`config.mk`:
```
export PLATFORM = sky130hd
export DESIGN_NAME = uart_tx_arbiter
export DESIGN_NICKNAME = d
export VERILOG_FILES = /design/src/rtl/uart_tx_arbiter_pkg.sv /design/src/rtl/uart_tx_arbiter_rr_arbiter_4.sv /design/src/rtl/uart_tx_arbiter.sv
export SDC_FILE = /design/constraint.sdc
export NUM_CORES = 1
export LEC_CHECK = 0
export CORE_MARGIN = 2
export CORE_UTILIZATION = 50
export CTS_BUF_LIST = sky130_fd_sc_hd__clkbuf_2
export DETAILED_ROUTE_END_ITERATION = 8
export DONT_BUFFER_PORTS = 1
export PLACE_DENSITY = 0.68
export RECOVER_POWER = 25
export SYNTH_ARGS = -nofsm -noshare
export SYNTH_HDL_FRONTEND = slang
export SYNTH_SLANG_ARGS = --single-unit
```
`constraint.sdc`:
```
create_clock -name i_Clk -period 2.77 [get_ports i_Clk]
set_input_delay 0.554 -clock i_Clk [delete_from_list [all_inputs] [get_ports i_Clk]]
set_output_delay 0.554 -clock i_Clk [all_outputs]
set_load 0.01 [all_outputs]
```
`src/rtl/uart_tx_arbiter_pkg.sv`:
```
// Shared definitions for the UART transmit arbiter: requester count, FSM
// encoding and default timing parameters.
package uart_tx_arbiter_pkg;

  localparam int NUM_REQ              = 4;
  localparam int DEFAULT_CLKS_PER_BIT = 107;
  localparam int DEFAULT_TIMEOUT_BITS = 12;

  typedef enum logic [1:0] {
    ST_IDLE = 2'd0,
    ST_SEND = 2'd1,
    ST_WAIT = 2'd2
  } state_t;

  function automatic logic [1:0] onehot_to_idx(input logic [NUM_REQ-1:0] oh);
    logic [1:0] idx;
    idx = 2'd0;
    for (int i = 0; i < NUM_REQ; i++) begin
      if (oh[i]) idx = 2'(i);
    end
    return idx;
  endfunction

endpackage

```
`src/rtl/uart_tx_arbiter_rr_arbiter_4.sv`:
```
// Combinational round-robin selector: the search starts at index ptr and
// wraps, returning a one-hot winner (zero when nothing requests).
module rr_arbiter_4
  import uart_tx_arbiter_pkg::*;
(
  input  logic [NUM_REQ-1:0] req,
  input  logic [1:0]         ptr,
  output logic [NUM_REQ-1:0] grant
);

  logic [1:0] idx;

  // Walk offsets from farthest to nearest so the nearest request wins last.
  always_comb begin
    grant = '0;
    idx   = 2'd0;
    for (int i = NUM_REQ - 1; i >= 0; i--) begin
      idx = ptr + 2'(i);
      if (req[idx]) begin
        grant      = '0;
        grant[idx] = 1'b1;
      end
    end
  end

endmodule

```
`src/rtl/uart_tx_arbiter.sv`:
```
// Round-robin arbiter sharing one UART transmitter among four byte sources,
// with per-owner grant locking and a frame watchdog.
module uart_tx_arbiter
  import uart_tx_arbiter_pkg::*;
#(
  parameter int CLKS_PER_BIT = DEFAULT_CLKS_PER_BIT,
  parameter int TIMEOUT_BITS = DEFAULT_TIMEOUT_BITS
) (
  input  logic                 i_Clk,
  input  logic                 i_Rst_L,
  input  logic [NUM_REQ-1:0]   i_Req_DV,
  input  logic [8*NUM_REQ-1:0] i_Req_Byte,
  input  logic [NUM_REQ-1:0]   i_Req_Lock,
  output logic [NUM_REQ-1:0]   o_Req_Ack,
  output logic                 o_TX_DV,
  output logic [7:0]           o_TX_Byte,
  input  logic                 i_TX_Done,
  output logic [NUM_REQ-1:0]   o_Grant,
  output logic                 o_Busy,
  output logic                 o_Timeout
);

  localparam int LIMIT = CLKS_PER_BIT * TIMEOUT_BITS;
  localparam int WD_W  = (LIMIT > 1) ? $clog2(LIMIT) : 1;

  state_t             state_reg, state_next;
  logic [NUM_REQ-1:0] grant_reg, grant_next;
  logic [1:0]         ptr_reg, ptr_next;
  logic [7:0]         byte_reg, byte_next;
  logic [WD_W-1:0]    wdog_reg, wdog_next;
  logic               timeout_reg, timeout_next;

  logic [NUM_REQ-1:0] win;
  logic [1:0]         win_idx;
  logic [1:0]         own_idx;
  logic               keep_owner;

  rr_arbiter_4 u_rr (
    .req   (i_Req_DV),
    .ptr   (ptr_reg),
    .grant (win)
  );

  assign win_idx    = onehot_to_idx(win);
  assign own_idx    = onehot_to_idx(grant_reg);
  assign keep_owner = |(grant_reg & i_Req_Lock & i_Req_DV);

  always_ff @(posedge i_Clk or negedge i_Rst_L) begin
    if (!i_Rst_L) begin
      state_reg   <= ST_IDLE;
      grant_reg   <= '0;
      ptr_reg     <= 2'd0;
      byte_reg    <= 8'h00;
      wdog_reg    <= '0;
      timeout_reg <= 1'b0;
    end else begin
      state_reg   <= state_next;
      grant_reg   <= grant_next;
      ptr_reg     <= ptr_next;
      byte_reg    <= byte_next;
      wdog_reg    <= wdog_next;
      timeout_reg <= timeout_next;
    end
  end

  always_comb begin
    state_next   = state_reg;
    grant_next   = grant_reg;
    ptr_next     = ptr_reg;
    byte_next    = byte_reg;
    wdog_next    = wdog_reg;
    timeout_next = 1'b0;
    case (state_reg)
      ST_IDLE: begin
        if (|i_Req_DV) begin
          state_next = ST_SEND;
          grant_next = win;
          byte_next  = i_Req_Byte[{win_idx, 3'b000} +: 8];
          ptr_next   = win_idx + 2'd1;
        end
      end
      ST_SEND: begin
        state_next = ST_WAIT;
        wdog_next  = '0;
      end
      ST_WAIT: begin
        if (i_TX_Done) begin
          if (keep_owner) begin
            state_next = ST_SEND;
            byte_next  = i_Req_Byte[{own_idx, 3'b000} +: 8];
          end else begin
            state_next = ST_IDLE;
            grant_next = '0;
          end
        end else if (wdog_reg == WD_W'(LIMIT - 1)) begin
          // A missing end-of-frame must not strand the bus with its owner.
          state_next   = ST_IDLE;
          grant_next   = '0;
          timeout_next = 1'b1;
        end else begin
          wdog_next = wdog_reg + 1'b1;
        end
      end
      default: begin
        state_next = ST_IDLE;
        grant_next = '0;
      end
    endcase
  end

  assign o_TX_DV   = (state_reg == ST_SEND);
  assign o_Req_Ack = grant_reg & {NUM_REQ{state_reg == ST_SEND}};
  assign o_TX_Byte = byte_reg;
  assign o_Grant   = grant_reg;
  assign o_Busy    = (state_reg != ST_IDLE);
  assign o_Timeout = timeout_reg;

endmodule

```
==> results.yml, run 1 <==
outcome:
  status: "finished with violations"
  violations: "max-capacitance violations"
route:
  drtIter0Drc: 82
  routed-via-count: 1638
  drtPass1Iterations: 4
  ant_nets: 0
  drc: 0
  vias_per_cell: 6.23
  post_drt_wl_per_cell_um: 17.5
  drt_wl_total_um: 4610
setup_path:
  crit_path_start_kind: "flop"
  endpoint_kind: "flop"
  worstSetupPathType: "flop to flop"
  crit_fanout: 8
  cp_data_arrival_time_ps: 2880
  crit_required_ps: 3030
grt:
  grt_max_degree: 29
  use_met2_pct: 37.0
  grt.total_usage_pct: 21.1
  grt_pass1_vias: 1675
  grt_remaining_overflow: 0
  grt_pass1_wl_um: 7270
  antenna_found_initial: 0
  gr-usage-met3_pct: 4.50
  grtUsageMet1_pct: 24.6
  busiest_layer: "met2"
synthesis:
  yosys_warnings: 0
  synth_area_um2: 2030
  synth_area_per_cell_um2: 10.0
  yosysMostFrequentCell: "dfrtp_1"
  ys_seq_elements: 28
  netlist_top_cells_area: "dfrtp_1 34%, mux2i_1 7.9%, ha_1 7.4%"
  synthCells: 203
  synth_top_cell_by_area: "dfrtp_1"
  synthesis.nets: 258
  synth_top_area_share_pct: 34.5
  synthArstFlopShare_pct: 100
  synth-edff-count: 0
  seq_area_frac_synth_pct: 34.5
  synthFlopType: "dfrtp_1"
  ys_types: 48
  synthTopCellsByCount: "28 x dfrtp_1, 22 x nand2_1, 16 x mux2i_1"
clocking:
  cts_inserted_buffers: 3
  cts_tree: "yes"
  h-tree-depth: 1
  path_clk_slew_ps: 260
  clock_latency_ps: 360
  cts_buffer_depth: 2
  root_buffer: "clkbuf_2"
  cts_sinks: 28
timing:
  period_minus_slack_ps: 2620
  hold_viol_final: 0
  drv_slew: 0
  fin_crit_sh_pct: 94.7
  finClkSkew_ps: 8.58
  hold_slack_ps: 360
  fin_ws_ps: 146
  finalSetupTns_ps: 0
  fmax_ghz: 0.381
  rsz0062_at_grt: "no"
  relSlewSlack_pct: 0.0181
  tightest_slew_ps: 1500
  setup-violations-final: 0
floorplan:
  die_w_um: 67.8
  die_h_um: 67.8
  rows: 23
  initial_core_util_pct: 51.5
  num_io_pins: 62
  core_um2: 3940
  die_area_um2: 4590
placed_design:
  placedInstanceArea_um2: 2080
  portBuffers: 0
  place_hpwl_um: 3570
  gp_congestion: 0.898
  place_inst: 252
  pre_cts_ws_ps: -74.5
final_layout:
  largest_reg_flops: 11
  post-route-util_pct: 56.0
  area_growth_pct: 8.68
  stdcell_count: 263
  num-nets-final: 269
  num_antenna_cells: 0
  fin_area_um2: 2210
  multi_input_area_um2: 1280
  drive_above_1_share_pct: 16.0
  nFillCells: 352
  regArea_um2: 701
power_and_ir_drop:
  p_per_area_nw_per_um2: 1330
  power_mw: 2.94
  max-vdd-ir-drop_uv: 636
  p_leak_nw: 0.966
min_path:
  hold_path_class: "input port to flop"
job:
  maxCapViolations: 1
[worst max-delay path: stages, from the launching register on]
cell and delay (ps):
dfrtp_1 440, buf_6 150, mux4_2 600, nand3b_1 250
a221oi_2 300, buf_4 170, nor3_2 40, a21oi_2 230
or2_4 230, o221ai_1 120
[cell usage in the layout (no fill, tap or decap), types with 4 or more instances in the layout]
cell | synthesis | final
inv_1 | 10 | 10
and2_1 | 4 | 4
nor2_1 | 14 | 14
nand2_1 | 22 | 22
or3_1 | 5 | 5
o21ai_1 | 7 | 7
dfrtp_1 | 28 | 28
mux2i_1 | 16 | 15
nand3_1 | 5 | 5
a22o_1 | 5 | 5
a21oi_1 | 8 | 7
o221ai_1 | 8 | 7
buf_4 | 1 | 9
ha_1 | 12 | 11
mux4_2 | 3 | 4
[timing repair]
| item | in CTS | in global routing |
|---|---|---|
| pin swaps | 1 | 3 |
| hold buffers | 2 | 0 |
| setup buffers | 1 | 4 |
| gates resized for setup | 2 | 7 |
| endpoints found under the setup margin | 8 | 8 |
| hold endpoints to repair | 28 | 0 |
[layout make-up]
type                       count  area share, %
inverter                      10           1.70
sequential                    28           31.7
clock buffer                   3          0.680
tap                           50           2.83
clock inverter                 1          0.170
multi-input combinational    158           57.8
timing repair buffer          13           5.10
[layer usage]
layer,share of wire [%],vias to the layer above
met5,0,-
met4,2.1,0
met3,5.0,10
met2,54,51
met1,39,806
li1,-,771
[cell families after synthesis]
| group | Yosys count | share of synthesized area [%] |
|---|---|---|
| buffers and inverters | 17 | 4.56 |
| DFF | 28 | 34.5 |
| AOI/OAI and AO/OA | 46 | 18.8 |
| muxes | 21 | 13.1 |
| and+or+nand+nor | 75 | 20.0 |
| xor gates and xnor gates | 4 | 1.72 |
| adders and majority gates | 12 | 7.39 |
[power by group]
part | switching (mW) | internal, mW | total (mW)
clock | 0.118 | 0.0314 | 0.149
combinational | 1.11 | 1.02 | 2.13
sequential | 0.130 | 0.530 | 0.660
[worst paths after layout]
path                       depth (start not counted)      endpoint        start  slack, ps
setup / recovery                                   9  o_TX_Byte[2]   ptr_reg[0]        150
hold reg to reg                                    1   wdog_reg[0]  wdog_reg[0]        520
max in group asynchronous                          2  o_TX_Byte[4]      i_Rst_L        860
hold / removal                                     2     o_Timeout    i_TX_Done        360
setup reg to reg                                   9  o_TX_Byte[2]   ptr_reg[0]        150
min in group asynchronous                          2  state_reg[0]      i_Rst_L       1040
(Power assumes the default switching activity.)
==> run 2: changes to the inputs <==
--- a/config.mk
+++ b/config.mk
@@ -5,6 +5,7 @@
 export SDC_FILE = /design/constraint.sdc
 export NUM_CORES = 1
 export LEC_CHECK = 0
+export ABC_AREA = 1
 export CORE_MARGIN = 2
 export CORE_UTILIZATION = 50
 export CTS_BUF_LIST = sky130_fd_sc_hd__clkbuf_2
==> results.yml, run 2 <==
outcome:
  status: "complete, no violations"
synthesis:
  synthCells: 339
  synthFlopType: "dfrtp_1"
  synth_top_area_share_pct: 31.0
  ys_types: 33
  synth_top_cell_by_area: "dfrtp_1"
  yosysMostFrequentCell: "nand2_1"
  synthArstFlopShare_pct: 100
  synthesis.nets: 394
  synth_area_per_cell_um2: 6.67
  synthTopCellsByCount: "87 x nand2_1, 73 x inv_1, 58 x nand3_1"
  ys_seq_elements: 28
  yosys_warnings: 0
  netlist_top_cells_area: "dfrtp_1 31%, nand2_1 14%, nand3_1 13%"
  synth-edff-count: 0
  synth_area_um2: 2260
  seq_area_frac_synth_pct: 31.0
timing:
  setup-violations-final: 0
  fin_crit_sh_pct: 89.3
  tightest_slew_ps: 1460
  hold_viol_final: 0
  fmax_ghz: 0.404
  period_minus_slack_ps: 2470
  finalSetupTns_ps: 0
  relSlewSlack_pct: 2.73
  drv_slew: 0
  rsz0062_at_grt: "no"
  finClkSkew_ps: 13.6
setup_path:
  cpMostUsedCell: "nand2_1"
  crit_path_start_kind: "flop"
  worstSetupPathType: "flop to flop"
  endpoint_kind: "flop"
  path_cells: "inv_1 > ha_1 > inv_1 > nand2_1 > nand2_1 > nand3_1 > nand3_1 > a21boi_4 > nand3_1 > o21ai_2 > inv_2 > nand3_1 > nand2_1 > nand2_1 > nand2_1"
  crit_required_ps: 3030
  cpPeakStageDelay_ps: 540
  crit_fanout: 9
  worst_path_max_delay_cell: "dfrtp_1"
  cp_data_arrival_time_ps: 2740
final_layout:
  area_growth_pct: 3.98
  drive_above_1_share_pct: 7.58
  multi_input_area_um2: 1250
  largest_reg_flops: 11
  num-nets-final: 400
  regArea_um2: 702
  final_cell_mix: "87 x nand2_1, 73 x inv_1, 58 x nand3_1"
  nFillCells: 452
  num_antenna_cells: 0
  final_common_cell: "nand2_1"
placed_design:
  place_hpwl_um: 3850
  gp_congestion: 0.817
  portBuffers: 0
grt:
  grt_pass1_vias: 1875
  grt_max_degree: 29
  grt_pass1_wl_um: 8520
  grt.total_usage_pct: 20.3
  grt_remaining_overflow: 0
  antenna_found_initial: 0
power_and_ir_drop:
  p_per_area_nw_per_um2: 1320
  p_leak_nw: 1.35
  max-vdd-ir-drop_uv: 734
  power_mw: 3.09
clocking:
  root_buffer: "clkbuf_2"
  cts_inserted_buffers: 3
  cts_tree: "yes"
  path_clk_slew_ps: 220
  clock_latency_ps: 350
  cts_buffer_depth: 2
  cts_sinks: 28
  h-tree-depth: 1
floorplan:
  die_area_um2: 5080
  num_io_pins: 62
  rows: 24
  die_h_um: 71.2
  core_um2: 4350
  die_w_um: 71.2
  initial_core_util_pct: 51.9
route:
  routed-via-count: 2046
  drc: 0
  drtPass1Iterations: 4
  drt_wl_total_um: 4820
  ant_nets: 0
  vias_per_cell: 5.18
  post_drt_wl_per_cell_um: 12.2
  drtIter0Drc: 95
min_path:
  hold_path_class: "input port to flop"
job:
  maxCapViolations: 0
-- run 2: metal layers --
metal  track usage (%)  up-vias  part of all wire, %
li1                  -     1077                    -
met1              28.2      918                   47
met2              34.1       44                   48
met3              1.97        7                  3.4
met4              5.24        0                  1.3
met5                 0        -                    0
-- run 2: layout make-up --
class | instances | area share, %
clock buffers | 3 | 0.639
flip-flops and latches | 28 | 29.9
multi-input cells | 231 | 53.2
well taps | 52 | 2.77
inverters | 77 | 12.3
repair buffers | 4 | 1.22
-- run 2: cells by family (layout without fill, tap and decap cells) --
logic type,Yosys count,in the layout,synth area share (%)
and+or+nand+nor,186,186,38.5
buffers and inverters,80,84,13.7
xor gates and xnor gates,4,4,1.55
DFF,28,28,31.0
AOI/OAI and AO/OA,29,29,8.69
adders and majority gates,12,12,6.64
-- run 2: worst paths after layout --
path | startpoint | to | slack (ps) | cells past startpoint
min reg2reg | wdog_reg[10] | wdog_reg[10] | 570 | 2
min | i_TX_Done | o_Timeout | 230 | 1
min in group asynchronous | i_Rst_L | wdog_reg[8] | 1060 | 2
max reg2reg | ptr_reg[1] | o_TX_Byte[4] | 300 | 15
max in group asynchronous | i_Rst_L | ptr_reg[0] | 770 | 2
max | ptr_reg[1] | o_TX_Byte[4] | 300 | 15
-- run 2: timing repair --
| action | 4_1_cts | 5_1_grt |
|---|---|---|
| buffers inserted | 0 | 0 |
| resized for setup | 0 | 1 |
| endpoints found under the setup margin | 0 | 5 |
| endpoints found under the hold margin | 28 | 0 |
| hold buffers | 2 | 0 |
-- run 2: report_power, final --
group | total (mW) | switching, mW | internal (mW)
logic | 2.26 | 1.52 | 0.747
registers | 0.689 | 0.156 | 0.534
clock network | 0.138 | 0.109 | 0.0294
total | 3.09 | 1.78 | 1.31
-- run 2: critical path, delay by kind of cell (launching register included) --
kind	cells	cell delay, ps
adders and majority gates	1	330
buffers and inverters	3	330
and+or+nand+nor	9	760
DFF	1	540
AOI/OAI and AO/OA	2	420
-- run 2: through the flow --
step / hold slack (ps) / std cells / setup slack [ps] / utilization [%] / cell area (µm²)
2_1_floorplan: 258 / 339 / 543 / - / 2260
3_3_place_gp: 259 / 389 / 302 / 53.1 / 2310
3_5_place_dp: 259 / 389 / 235 / 53.1 / 2310
4_1_cts: 214 / 394 / 198 / 54.2 / 2360
5_1_grt: 187 / 395 / 72.3 / 54.0 / 2350
6_report: 233 / 395 / 295 / 54.0 / 2350
